### src/rtl/smart_bin_ctrl.sv
// Fill controller for one bin/tank: synchronises and debounces the level sensors,
// runs the pump with low/high hysteresis, times out stuck fills and counts completed fills.
`timescale 1ns/1ps
module smart_bin_ctrl #(
  parameter int CNT_BITS   = 8,
  parameter int DEB_CYCLES = 4,
  parameter int DONE_BITS  = 8
) (
  input  logic                 clk,
  input  logic                 rst,
  input  logic                 su,
  input  logic                 lh,
  input  logic                 ll,
  input  logic                 tick,
  input  logic [CNT_BITS-1:0]  limit,
  input  logic                 alarm_clr,
  output logic                 m,
  output logic                 fh,
  output logic                 fl,
  output logic                 a,
  output logic [1:0]           state,
  output logic [CNT_BITS-1:0]  fill_cnt,
  output logic [DONE_BITS-1:0] done_cnt
);

  typedef enum logic [1:0] {
    ST_IDLE  = 2'b00,
    ST_FILL  = 2'b01,
    ST_FULL  = 2'b10,
    ST_FAULT = 2'b11
  } state_t;

  // Debounce counters are 8 bits wide, enough for the full 1..255 depth range.
  localparam logic [7:0] DEB_LAST = 8'(DEB_CYCLES - 1);

  logic r_su_s1, r_su_s2;
  logic r_lh_s1, r_lh_s2;
  logic r_ll_s1, r_ll_s2;
  logic r_lh_d, r_ll_d;
  logic [7:0] r_lh_cnt, r_ll_cnt;

  state_t                 r_state, w_state_nxt;
  logic [CNT_BITS-1:0]    r_fill;
  logic [DONE_BITS-1:0]   r_done;
  logic                   w_fill_clr, w_fill_inc, w_done_inc;
  logic                   w_incons, w_timeout;

  always_ff @(posedge clk or posedge rst) begin
    if (rst) begin
      r_su_s1 <= 1'b0;
      r_su_s2 <= 1'b0;
      r_lh_s1 <= 1'b0;
      r_lh_s2 <= 1'b0;
      r_ll_s1 <= 1'b0;
      r_ll_s2 <= 1'b0;
    end else begin
      r_su_s1 <= su;
      r_su_s2 <= r_su_s1;
      r_lh_s1 <= lh;
      r_lh_s2 <= r_lh_s1;
      r_ll_s1 <= ll;
      r_ll_s2 <= r_ll_s1;
    end
  end

  // A sensor change is accepted only after DEB_CYCLES consecutive disagreeing samples.
  always_ff @(posedge clk or posedge rst) begin
    if (rst) begin
      r_lh_d   <= 1'b0;
      r_lh_cnt <= 8'd0;
    end else if (r_lh_s2 == r_lh_d) begin
      r_lh_cnt <= 8'd0;
    end else if (r_lh_cnt == DEB_LAST) begin
      r_lh_d   <= r_lh_s2;
      r_lh_cnt <= 8'd0;
    end else begin
      r_lh_cnt <= r_lh_cnt + 8'd1;
    end
  end

  always_ff @(posedge clk or posedge rst) begin
    if (rst) begin
      r_ll_d   <= 1'b0;
      r_ll_cnt <= 8'd0;
    end else if (r_ll_s2 == r_ll_d) begin
      r_ll_cnt <= 8'd0;
    end else if (r_ll_cnt == DEB_LAST) begin
      r_ll_d   <= r_ll_s2;
      r_ll_cnt <= 8'd0;
    end else begin
      r_ll_cnt <= r_ll_cnt + 8'd1;
    end
  end

  assign w_incons  = r_lh_d & ~r_ll_d;
  assign w_timeout = (r_state == ST_FILL) && (limit != '0) && (r_fill == limit);

  // Fault conditions pre-empt every normal move, so a tick or a full edge
  // coinciding with a timeout never touches the counters.
  always_comb begin
    w_state_nxt = r_state;
    w_fill_clr  = 1'b0;
    w_fill_inc  = 1'b0;
    w_done_inc  = 1'b0;
    if ((r_state != ST_FAULT) && w_incons) begin
      w_state_nxt = ST_FAULT;
    end else if (w_timeout) begin
      w_state_nxt = ST_FAULT;
    end else begin
      case (r_state)
        ST_IDLE: begin
          if (r_su_s2 && !r_ll_d) begin
            w_state_nxt = ST_FILL;
            w_fill_clr  = 1'b1;
          end else if (r_su_s2 && r_lh_d) begin
            w_state_nxt = ST_FULL;
          end
        end
        ST_FILL: begin
          if (r_lh_d) begin
            w_state_nxt = ST_FULL;
            w_done_inc  = 1'b1;
          end else if (!r_su_s2) begin
            w_state_nxt = ST_IDLE;
          end
          w_fill_inc = tick && (r_fill != '1);
        end
        ST_FULL: begin
          if (!r_su_s2) begin
            w_state_nxt = ST_IDLE;
          end else if (!r_ll_d) begin
            w_state_nxt = ST_FILL;
            w_fill_clr  = 1'b1;
          end
        end
        default: begin
          if (alarm_clr && !w_incons) begin
            w_state_nxt = ST_IDLE;
            w_fill_clr  = 1'b1;
          end
        end
      endcase
    end
  end

  always_ff @(posedge clk or posedge rst) begin
    if (rst) begin
      r_state <= ST_IDLE;
      r_fill  <= '0;
      r_done  <= '0;
    end else begin
      r_state <= w_state_nxt;
      if (w_fill_clr) begin
        r_fill <= '0;
      end else if (w_fill_inc) begin
        r_fill <= r_fill + CNT_BITS'(1);
      end
      if (w_done_inc) begin
        r_done <= r_done + DONE_BITS'(1);
      end
    end
  end

  assign m        = (r_state == ST_FILL);
  assign a        = (r_state == ST_FAULT);
  assign fh       = r_lh_d;
  assign fl       = ~r_ll_d;
  assign state    = r_state;
  assign fill_cnt = r_fill;
  assign done_cnt = r_done;

endmodule

### config.mk
export PLATFORM = sky130hd
export DESIGN_NAME = smart_bin_ctrl
export DESIGN_NICKNAME = d
export VERILOG_FILES = /design/src/rtl/smart_bin_ctrl.sv
export SDC_FILE = /design/constraint.sdc
export NUM_CORES = 1
export LEC_CHECK = 0
export CORE_ASPECT_RATIO = 1.25
export CORE_MARGIN = 1
export CORE_UTILIZATION = 56
export CTS_CLUSTER_SIZE = 20
export DETAILED_ROUTE_END_ITERATION = 8
export GPL_ROUTABILITY_DRIVEN = 0
export HOLD_SLACK_MARGIN = 0.06
export PLACE_DENSITY = 0.92
export SLEW_MARGIN = 20
export SYNTH_ARGS = -nofsm -noshare
export SYNTH_HDL_FRONTEND = slang
export SYNTH_SLANG_ARGS = --single-unit
### constraint.sdc
create_clock -name clk -period 4.84 [get_ports clk]
set_input_delay 0.968 -clock clk [delete_from_list [all_inputs] [get_ports clk]]
set_output_delay 0.968 -clock clk [all_outputs]
set_load 0.005 [all_outputs]
; Word-level counts from Yosys, hierarchy flattened
; Index checks and enable logic that the tools add are counted.
[classes]
reduce_logical = 16
n_lt_le_gt_ge = 0
shift = 0
eq_ne = 13
n_addsub = 4
n_mul = 0
muxes = 30
div_mod_pow = 0
bitwise_logic = 4
[ops]
columns = cell, n
row1 = $mux W8, 6
row2 = $add A8 B1 Y8 const B, 4
row3 = $mux W2, 9
row4 = $eq A8 B2 Y1 const B, 2
row5 = $mux W1, 13
row6 = $ne A5 B5 Y1 const B, 2
row7 = $eq A8 B8 Y1, 1
row8 = $ne A8 B8 Y1 const B, 1
row9 = $reduce_bool A8 Y1, 1
row10 = $logic_and A1 B1 Y1, 7
row11 = $pmux W2 S3, 1
row12 = $reduce_bool A6 Y1, 1
row13 = $ne A5 B2 Y1 const B, 1
row14 = $eq A2 B2 Y1 const B, 2
row15 = $reduce_and A2 Y1, 2
row16 = $reduce_and A4 Y1, 1
row17 = $not A1 Y1, 3
row18 = $pmux W1 S3, 1
row19 = $eq A1 B1 Y1, 2
row20 = $eq A2 B1 Y1 const B, 1
row21 = $logic_not A1 Y1, 2
row22 = $logic_not A2 Y1, 1
row23 = $ne A2 B2 Y1 const B, 1
row24 = $reduce_bool A2 Y1, 1
row25 = $and A1 B1 Y1, 1
[word_totals]
regBits = 42
mem_bits_rw = 0
mem_bits_ro = 0
word_cells = 80
mem_count = 0
input_bits = 15
latch_bits = 0
output_inout_bits = 22

; Longest topological paths before layout
; Gate-level depths: netlist of run 1.
[logic_depth]
depth_word = 9
ltp_mapped = 7
mapped_depth_nobuf = 6

; Worst setup path before layout of run 1
; OpenSTA, ideal clock, no wires.
[synth_timing]
path_kind = in2reg
start = input port limit[4]
end = register r_fill[6], in the netlist fill_cnt[6]
required_ps = 4695
cell_stages = 6
path_buffers = 1
setup_time_ps = 145
arrival_ps = 2082
slack_ps = 2613
cell_sequence = nor4_2 > a211o_2 > a211oi_4 > buf_6 > o31ai_1 > o41ai_4
[synth_between]
elab_chain_len = 6
word_cells_on_any_way = 10
classes_between = eq/ne (1) / mux (5) / reduce/logical (4)
[synth_lines]
columns = item, line
row1 = start: declaration, 15  ; input logic [CNT_BITS-1:0] limit,
row2 = $reduce_bool A8 Y1, 96  ; assign w_timeout = (r_state == ST_FILL) && (limit != '0) && (r_fill == limit);
row3 = $logic_and A1 B1 Y1, 96
row4 = $logic_and A1 B1 Y1 (*), 96
row5 = $mux W1, 107  ; end else if (w_timeout) begin
row6 = $mux W1, 105  ; if ((r_state != ST_FAULT) && w_incons) begin
row7 = $mux W8 or $reduce_bool A2 Y1 (tied branches), n/a
row8 = end signal: assignment, 156  ; r_fill <= r_fill + CNT_BITS'(1);
row9 = end: declaration, 43  ; logic [CNT_BITS-1:0] r_fill;
; Mark *: on every way between the ends. The rest lies on a longest branch, timed or not.
; A chain may end at the register's enable or synchronous reset.

; Final worst setup path of run 1
[layout_timing]
start = input port limit[0]
end = register r_fill[6], in the netlist fill_cnt[6]
; Same word-level chain as after synthesis.

==> impl_metrics.env, run 1 <==
export IMPL_run_status="finished with violations"
export IMPL_violations="DRC"
export IMPL_maximum_fanout_along_the_worst_path=17
export IMPL_drive_above_1_share_pct=8.75
export IMPL_die_width_um=57.6
export IMPL_detailed_place_hpwl_mm=3.02
export IMPL_filler_cell_count=249
export IMPL_crit_type="input pin to flop"
export IMPL_synth_edf_count=0
export IMPL_number_of_slew_limit_violations_in_the_final_report=0
export IMPL_tightest_slew_ns=0.715
export IMPL_cts_sinks=42
export IMPL_clock_skew_ns=0.00448
export IMPL_report_final_setup_viol=0
export IMPL_mappedNetlistArea_um2=2160
export IMPL_ant_nets=0
export IMPL_grt_first_pass_wirelength_mm=7.33
export IMPL_post_cts_resized_instances=0
export IMPL_numCtsBuffers=5
export IMPL_ys_warn_count=0
export IMPL_die_height_um=71.5
export IMPL_grt_pass1_vias=1575
export IMPL_initial_utilization_pct=60.5
export IMPL_synth_yosys_seq_area_share_pct=48.6
export IMPL_area_occupied_by_multi_input_gates_um2=1030
export IMPL_drt_pass1_iterations=6
export IMPL_cts_tree="done"
export IMPL_avgSynthCellArea_um2=10.8
export IMPL_total_leakage_power_uw=0.00108
export IMPL_vdd_ir_drop_max_v=0.000326
export IMPL_io_pins=37
export IMPL_required_ns=4.99
export IMPL_rsz0062_at_grt="no"
export IMPL_overall_global_routing_resource_usage_pct=23.1
export IMPL_dr_total_vias=1679
export IMPL_clock_latency_ns=0.29
export IMPL_design_internal_power_uw=721
export IMPL_finalCritPeriodShare_pct=59.0
export IMPL_worstHoldPathType="flop to flop"
export IMPL_synth_flop_cell="sky130_fd_sc_hd__dfrtp_1"
export IMPL_async_reset_ff_share_pct=100
export IMPL_number_of_levels_in_the_clock_h_tree=2
export IMPL_critPathArrivalTime_ns=3.01
export IMPL_setup_worst_path_start_class="input pin"
export IMPL_drv_max_cap_violation_count=0
export IMPL_count_of_different_cell_masters_after_synthesis=43
export IMPL_sw_frac_of_total_pct=35.3
export IMPL_post_cts_setup_buffers=0
export IMPL_dieArea_um2=4110
export IMPL_row_count=24
export IMPL_synthCells=201
export IMPL_grt_ovfl_total=0
export IMPL_ys_ff_latch=42
export IMPL_drc=1
export IMPL_final_hold_violating_endpoints=0
export IMPL_max_clock_freq_mhz=350
export IMPL_antennaDiodeCount=0
export IMPL_viasPerCell=6.02
export IMPL_pwr_share_comb_pct=35.7
export IMPL_p_clk_share_pct=18.6
export IMPL_final_seq_area_um2=1050
export IMPL_routedWlPerCell_um=15.2
export IMPL_proportion_of_power_drawn_by_flip_flops_and_latches_pct=45.7
export IMPL_post_route_util_pct=73.0
export IMPL_num_nets_final=259
export IMPL_io_buffers=36
export IMPL_crit_path_end_kind="flop"
export IMPL_cts_hold_fix_buffers=0
export IMPL_post_route_min_period_ns=2.86
export IMPL_antenna_found_initial=0
export IMPL_wirelength_mm=4.25
export IMPL_total_power_divided_by_cell_area_nw_per_um2=428
export IMPL_totalNegativeSetupSlack_ns=0
export IMPL_cts_root_buffer="sky130_fd_sc_hd__clkbuf_8"
export IMPL_postSynthNetCount=220
export IMPL_drt_iter0_drc=62
export IMPL_core_um2=3570
export IMPL_clkTransAtPathRegs_ns=0.07
export IMPL_slew_headroom_pct=52.2
export IMPL_p_sw_uw=393
export IMPL_grt_start_max_net_pins=43
export IMPL_ctsLongestPathBuffers=2
export IMPL_area_growth_synth_to_final_pct=20.7
-- metal layers --
metal | vias to the layer above | global-route usage (%) | part of all wire, %
li1 | 792 | - | -
met1 | 833 | 33.3 | 44
met2 | 49 | 36.6 | 51
met3 | 5 | 4.15 | 4.6
met4 | 0 | 5.69 | 0.66
met5 | - | 0 | 0
-- through the flow --
| stage | instance area [um2] | power [uW] | hold WS, ns | std cells | setup slack (ns) |
|---|---|---|---|---|---|
| 6_report | 2610 | 1110 | 0.347 | 279 | 1.98 |
| 5_1_grt | 2610 | 1190 | 0.351 | 279 | 1.85 |
| 4_1_cts | 2610 | 1120 | 0.351 | 279 | 1.99 |
| 3_5_place_dp | 2530 | 902 | 0.336 | 272 | 1.69 |
| 3_3_place_gp | 2530 | 892 | 0.334 | 272 | 1.73 |
| 2_1_floorplan | 2160 | 739 | 0.331 | 201 | 2.61 |
-- cells in the mapped netlist (all sizes together), types with 3 or more instances --
library cell | n | area, um2
xnor2 | 11 | 96.3
nand3 | 12 | 60.1
xor2 | 17 | 149
nor2 | 19 | 71.3
mux2 | 3 | 37.5
dfrtp | 42 | 1050
nor3 | 6 | 35.0
nand2 | 15 | 56.3
nand4 | 5 | 31.3
a21oi | 6 | 30.0
a31oi | 4 | 25.0
o41ai | 3 | 60.1
buf | 5 | 46.3
inv | 9 | 33.8
and3 | 7 | 43.8
o31ai | 9 | 67.6
ha | 4 | 50.1
nor4 | 3 | 31.3
-- layout make-up --
cell class / count / share of cell area, %
tap: 39 / 1.87
inverter: 9 / 1.30
sequential: 42 / 40.3
clock buffer: 7 / 2.93
multi-input combinational: 145 / 39.5
timing repair buffer: 37 / 14.1
-- path summary, 6_finish.rpt --
path	startpoint	to	slack, ns	cells after the start
setup reg to reg	state[1]$_DFFE_PP0P_	fill_cnt[6]$_DFFE_PP0P_	2.64	5
max in group asynchronous	rst	r_lh_s1$_DFF_PP0_	3.37	3
hold / removal	r_ll_s1$_DFF_PP0_	r_ll_s2$_DFF_PP0_	0.35	0
setup / recovery	limit[0]	fill_cnt[6]$_DFFE_PP0P_	1.98	6
min in group asynchronous	rst	r_ll_cnt[7]$_DFF_PP0_	1.12	3
hold reg to reg	r_ll_s1$_DFF_PP0_	r_ll_s2$_DFF_PP0_	0.35	0
-- worst max-delay path: stages --
cell	delay [ns]
sky130_fd_sc_hd__clkdlybuf4s50_1	0.50
sky130_fd_sc_hd__nor3_1	0.07
sky130_fd_sc_hd__a211o_2	0.35
sky130_fd_sc_hd__a211oi_4	0.64
sky130_fd_sc_hd__or2_1	0.36
sky130_fd_sc_hd__o41ai_4	0.12
-- kinds of logic (layout without fill, tap and decap cells) --
kind of cell	Yosys count	after routing	share of synthesized area, %
simple gates	77	77	18.8
flops	42	42	48.6
buf+inv	14	53	3.71
xor+xnor	28	28	11.3
compound gates	33	33	13.4
mux	3	3	1.74
fa+ha+maj	4	4	2.32
-- placed cells by master (no fill, tap or decap), types with 2 or more instances in the layout --
cell / instances
sky130_fd_sc_hd__clkdlybuf4s50_1: 36
sky130_fd_sc_hd__nor3_1: 5
sky130_fd_sc_hd__o41ai_2: 2
sky130_fd_sc_hd__nor4_2: 2
sky130_fd_sc_hd__clkbuf_1: 2
sky130_fd_sc_hd__nand4_1: 5
sky130_fd_sc_hd__nor4b_1: 2
sky130_fd_sc_hd__dfrtp_1: 42
sky130_fd_sc_hd__nand2_1: 15
sky130_fd_sc_hd__nor3b_1: 2
sky130_fd_sc_hd__nand3_1: 12
sky130_fd_sc_hd__xnor2_1: 11
sky130_fd_sc_hd__ha_1: 4
sky130_fd_sc_hd__inv_1: 9
sky130_fd_sc_hd__mux2_2: 2
sky130_fd_sc_hd__xor2_1: 17
sky130_fd_sc_hd__a21oi_1: 6
sky130_fd_sc_hd__clkbuf_8: 5
sky130_fd_sc_hd__a31oi_1: 4
sky130_fd_sc_hd__nor2_1: 19
sky130_fd_sc_hd__and3_1: 7
sky130_fd_sc_hd__o31ai_1: 9
-- power by group through the flow --
stage | registers [uW] | clock network (uW) | logic [uW]
2_1_floorplan | 486 | 0 | 253
4_1_cts | 508 | 213 | 399
5_1_grt | 521 | 226 | 439
3_3_place_gp | 509 | 0 | 382
6_report | 509 | 208 | 398
3_5_place_dp | 511 | 0 | 391
-- flip-flops by register name (all words and copies together) (netlist names) --
register  flops
r_su_s1       1
done_cnt      8
r_su_s2       1
fh            1
r_ll_s1       1
r_lh_cnt      8
r_ll_s2       1
fill_cnt      8
r_ll_cnt      8
state         2
r_lh_s1       1
r_ll_d        1
r_lh_s2       1
No activity file was read; power rests on OpenSTA's default activity.
==> inputs of run 2 (changes only) <==
--- a/config.mk
+++ b/config.mk
@@ -7,12 +7,12 @@
 export LEC_CHECK = 0
 export CORE_ASPECT_RATIO = 1.25
 export CORE_MARGIN = 1
-export CORE_UTILIZATION = 56
+export CORE_UTILIZATION = 52
 export CTS_CLUSTER_SIZE = 20
 export DETAILED_ROUTE_END_ITERATION = 8
 export GPL_ROUTABILITY_DRIVEN = 0
 export HOLD_SLACK_MARGIN = 0.06
-export PLACE_DENSITY = 0.92
+export PLACE_DENSITY = 0.87
 export SLEW_MARGIN = 20
 export SYNTH_ARGS = -nofsm -noshare
 export SYNTH_HDL_FRONTEND = slang
==> constraint.sdc (replaced) <==
create_clock -name clk -period 2.75 [get_ports clk]
set_input_delay 0.55 -clock clk [delete_from_list [all_inputs] [get_ports clk]]
set_output_delay 0.55 -clock clk [all_outputs]
set_load 0.005 [all_outputs]
==> run 2 against run 1 <==
Net effect:
- the flow now finishes without violations
- die area is 7.4% higher
- final cell count is 6.5% higher
- first-iteration DRC count is 65% higher
- global-route usage hardly changed
- sequential share of layout area is 0.96 points lower
- combinational power is 78% higher
- worst setup slack worse by 1.5 ns
- critical path type unchanged
==> impl_metrics.env, run 2 (synthesized netlist as in run 1, its figures left out) <==
export IMPL_maximum_fanout_along_the_worst_path=10
export IMPL_crit_path_end_kind="flop"
export IMPL_numCtsBuffers=5
export IMPL_total_leakage_power_uw=0.00111
export IMPL_report_final_setup_viol=0
export IMPL_required_ns=2.91
export IMPL_drive_above_1_share_pct=9.88
export IMPL_row_count=25
export IMPL_die_width_um=59.7
export IMPL_critPathSlowestCell="sky130_fd_sc_hd__clkdlybuf4s50_1"
export IMPL_die_height_um=74.1
export IMPL_critPathMaxStageDelay_ns=0.50
export IMPL_dp_worst_slack_ns=0.214
export IMPL_clock_skew_ns=0.00311
export IMPL_wirelength_mm=4.59
export IMPL_antennaDiodeCount=0
export IMPL_viasPerCell=5.76
export IMPL_finalCritPeriodShare_pct=81.4
export IMPL_ant_nets=0
export IMPL_ctsLongestPathBuffers=2
export IMPL_dp_cells=289
export IMPL_grt_first_pass_wirelength_mm=7.57
export IMPL_slew_headroom_pct=65.6
export IMPL_max_clock_freq_mhz=447
export IMPL_overall_global_routing_resource_usage_pct=23.2
export IMPL_rsz0062_at_grt="no"
export IMPL_post_route_min_period_ns=2.24
export IMPL_top_signal_layer_used="met4"
export IMPL_dr_wl_met2_mm=2.23
export IMPL_number_of_levels_in_the_clock_h_tree=2
export IMPL_layout_cells_non_filler=297
export IMPL_timing_final_ws_setup_ns=0.511
export IMPL_grt_start_max_net_pins=43
export IMPL_cts_root_buffer="sky130_fd_sc_hd__clkbuf_8"
export IMPL_crit_chain="clkdlybuf4s50_1, nor3_1, a211o_2, a211oi_4, buf_4, nor4_1, xor2_1"
export IMPL_critPathArrivalTime_ns=2.40
export IMPL_final_hold_violating_endpoints=0
export IMPL_dieArea_um2=4420
export IMPL_layout_commonest_cell="sky130_fd_sc_hd__dfrtp_1"
export IMPL_drc=0
export IMPL_kind_of_cell_with_the_highest_combined_delay_on_the_critical_path="compound AO/OA/AOI/OAI gates"
export IMPL_number_of_slew_limit_violations_in_the_final_report=0
export IMPL_run_status="finished, final reports clean"
export IMPL_drt_pass1_iterations=4
export IMPL_detailed_place_hpwl_mm=3.23
export IMPL_cts_tree="done"
export IMPL_core_um2=3880
export IMPL_crit_type="input pin to flop"
export IMPL_antenna_found_initial=0
export IMPL_dr_total_vias=1711
export IMPL_worstHoldPathType="flop to flop"
export IMPL_drt_iter0_drc=102
export IMPL_grt_pass1_vias=1633
export IMPL_route_met3_wl_um=230
export IMPL_post_cts_setup_buffers=0
export IMPL_totalNegativeSetupSlack_ns=0
export IMPL_cts_hold_fix_buffers=0
export IMPL_setup_worst_path_start_class="input pin"
export IMPL_grt_ovfl_total=0
export IMPL_wl_met1_mm=1.98
export IMPL_vdd_ir_drop_max_v=0.000510
export IMPL_io_pins=37
export IMPL_timing_critical_path_buf_inv=2
export IMPL_num_nets_final=261
export IMPL_area_growth_synth_to_final_pct=23.6
export IMPL_drv_max_cap_violation_count=0
export IMPL_initial_utilization_pct=55.7
export IMPL_total_power_divided_by_cell_area_nw_per_um2=781
export IMPL_clkTransAtPathRegs_ns=0.08
export IMPL_clock_latency_ns=0.30
export IMPL_post_route_util_pct=68.9
export IMPL_leading_cell_types_in_the_layout_fill_and_taps_excluded="sky130_fd_sc_hd__dfrtp_1, sky130_fd_sc_hd__clkdlybuf4s50_1, sky130_fd_sc_hd__nor2_1, sky130_fd_sc_hd__xor2_1, sky130_fd_sc_hd__nand2_1"
export IMPL_tightest_slew_ns=0.515
export IMPL_io_buffers=36
export IMPL_routedWlPerCell_um=15.5
export IMPL_cts_sinks=42
export IMPL_post_cts_resized_instances=0
[run 2: cell count changes in the layout (fill, tap and decap cells not counted), sizes merged]
cell	change
buf	+2
bufinv	+1
[run 2: worst paths after layout]
check,slack (ns),from,to,cells past startpoint
min in group asynchronous,0.69,rst,r_ll_cnt[2]$_DFF_PP0_,3
setup reg to reg,0.76,state[1]$_DFFE_PP0P_,done_cnt[5]$_DFFE_PP0P_,6
max in group asynchronous,1.71,rst,r_lh_cnt[5]$_DFF_PP0_,3
hold / removal,0.37,r_su_s1$_DFF_PP0_,r_su_s2$_DFF_PP0_,0
hold reg to reg,0.37,r_su_s1$_DFF_PP0_,r_su_s2$_DFF_PP0_,0
setup / recovery,0.51,limit[0],done_cnt[5]$_DFFE_PP0P_,7
[run 2: layer usage]
| metal | GRT usage (%) | up-vias |
|---|---|---|
| met5 | 0 | - |
| met4 | 11.9 | 0 |
| met3 | 6.09 | 15 |
| met2 | 36.2 | 65 |
| met1 | 29.5 | 834 |
| li1 | - | 797 |
[run 2: cell type report]
cell class	instances	area [um2]
clock buffer	7	76.3
clock inverter	1	30.0
fill	313	1210
inverter	9	33.8
multi-input combinational	145	1030
sequential	42	1050
tap	54	67.6
timing repair buffer	39	383
[run 2: through the flow]
step                area, um2  power [uW]  hold WS, ns
detailed placement       2560        1610        0.350
global route             2670        2210        0.372
finish                   2670        2090        0.368
CTS                      2670        2100        0.366
global placement         2560        1580        0.336
floorplan                2160        1300        0.331
[run 2: report_power, final]
| part | total (uW) | switching, uW | internal, uW |
|---|---|---|---|
| registers | 897 | 172 | 725 |
| logic | 708 | 331 | 377 |
| clock network | 482 | 211 | 272 |
| total | 2090 | 714 | 1370 |
[run 2: worst reg2reg max path: stages (launching register included)]
cell and delay (ns):
sky130_fd_sc_hd__dfrtp_1 0.47, sky130_fd_sc_hd__and2b_4 0.32, sky130_fd_sc_hd__nand4_1 0.15, sky130_fd_sc_hd__a211oi_4 0.43
sky130_fd_sc_hd__buf_4 0.26, sky130_fd_sc_hd__nor4_1 0.08, sky130_fd_sc_hd__xor2_1 0.15
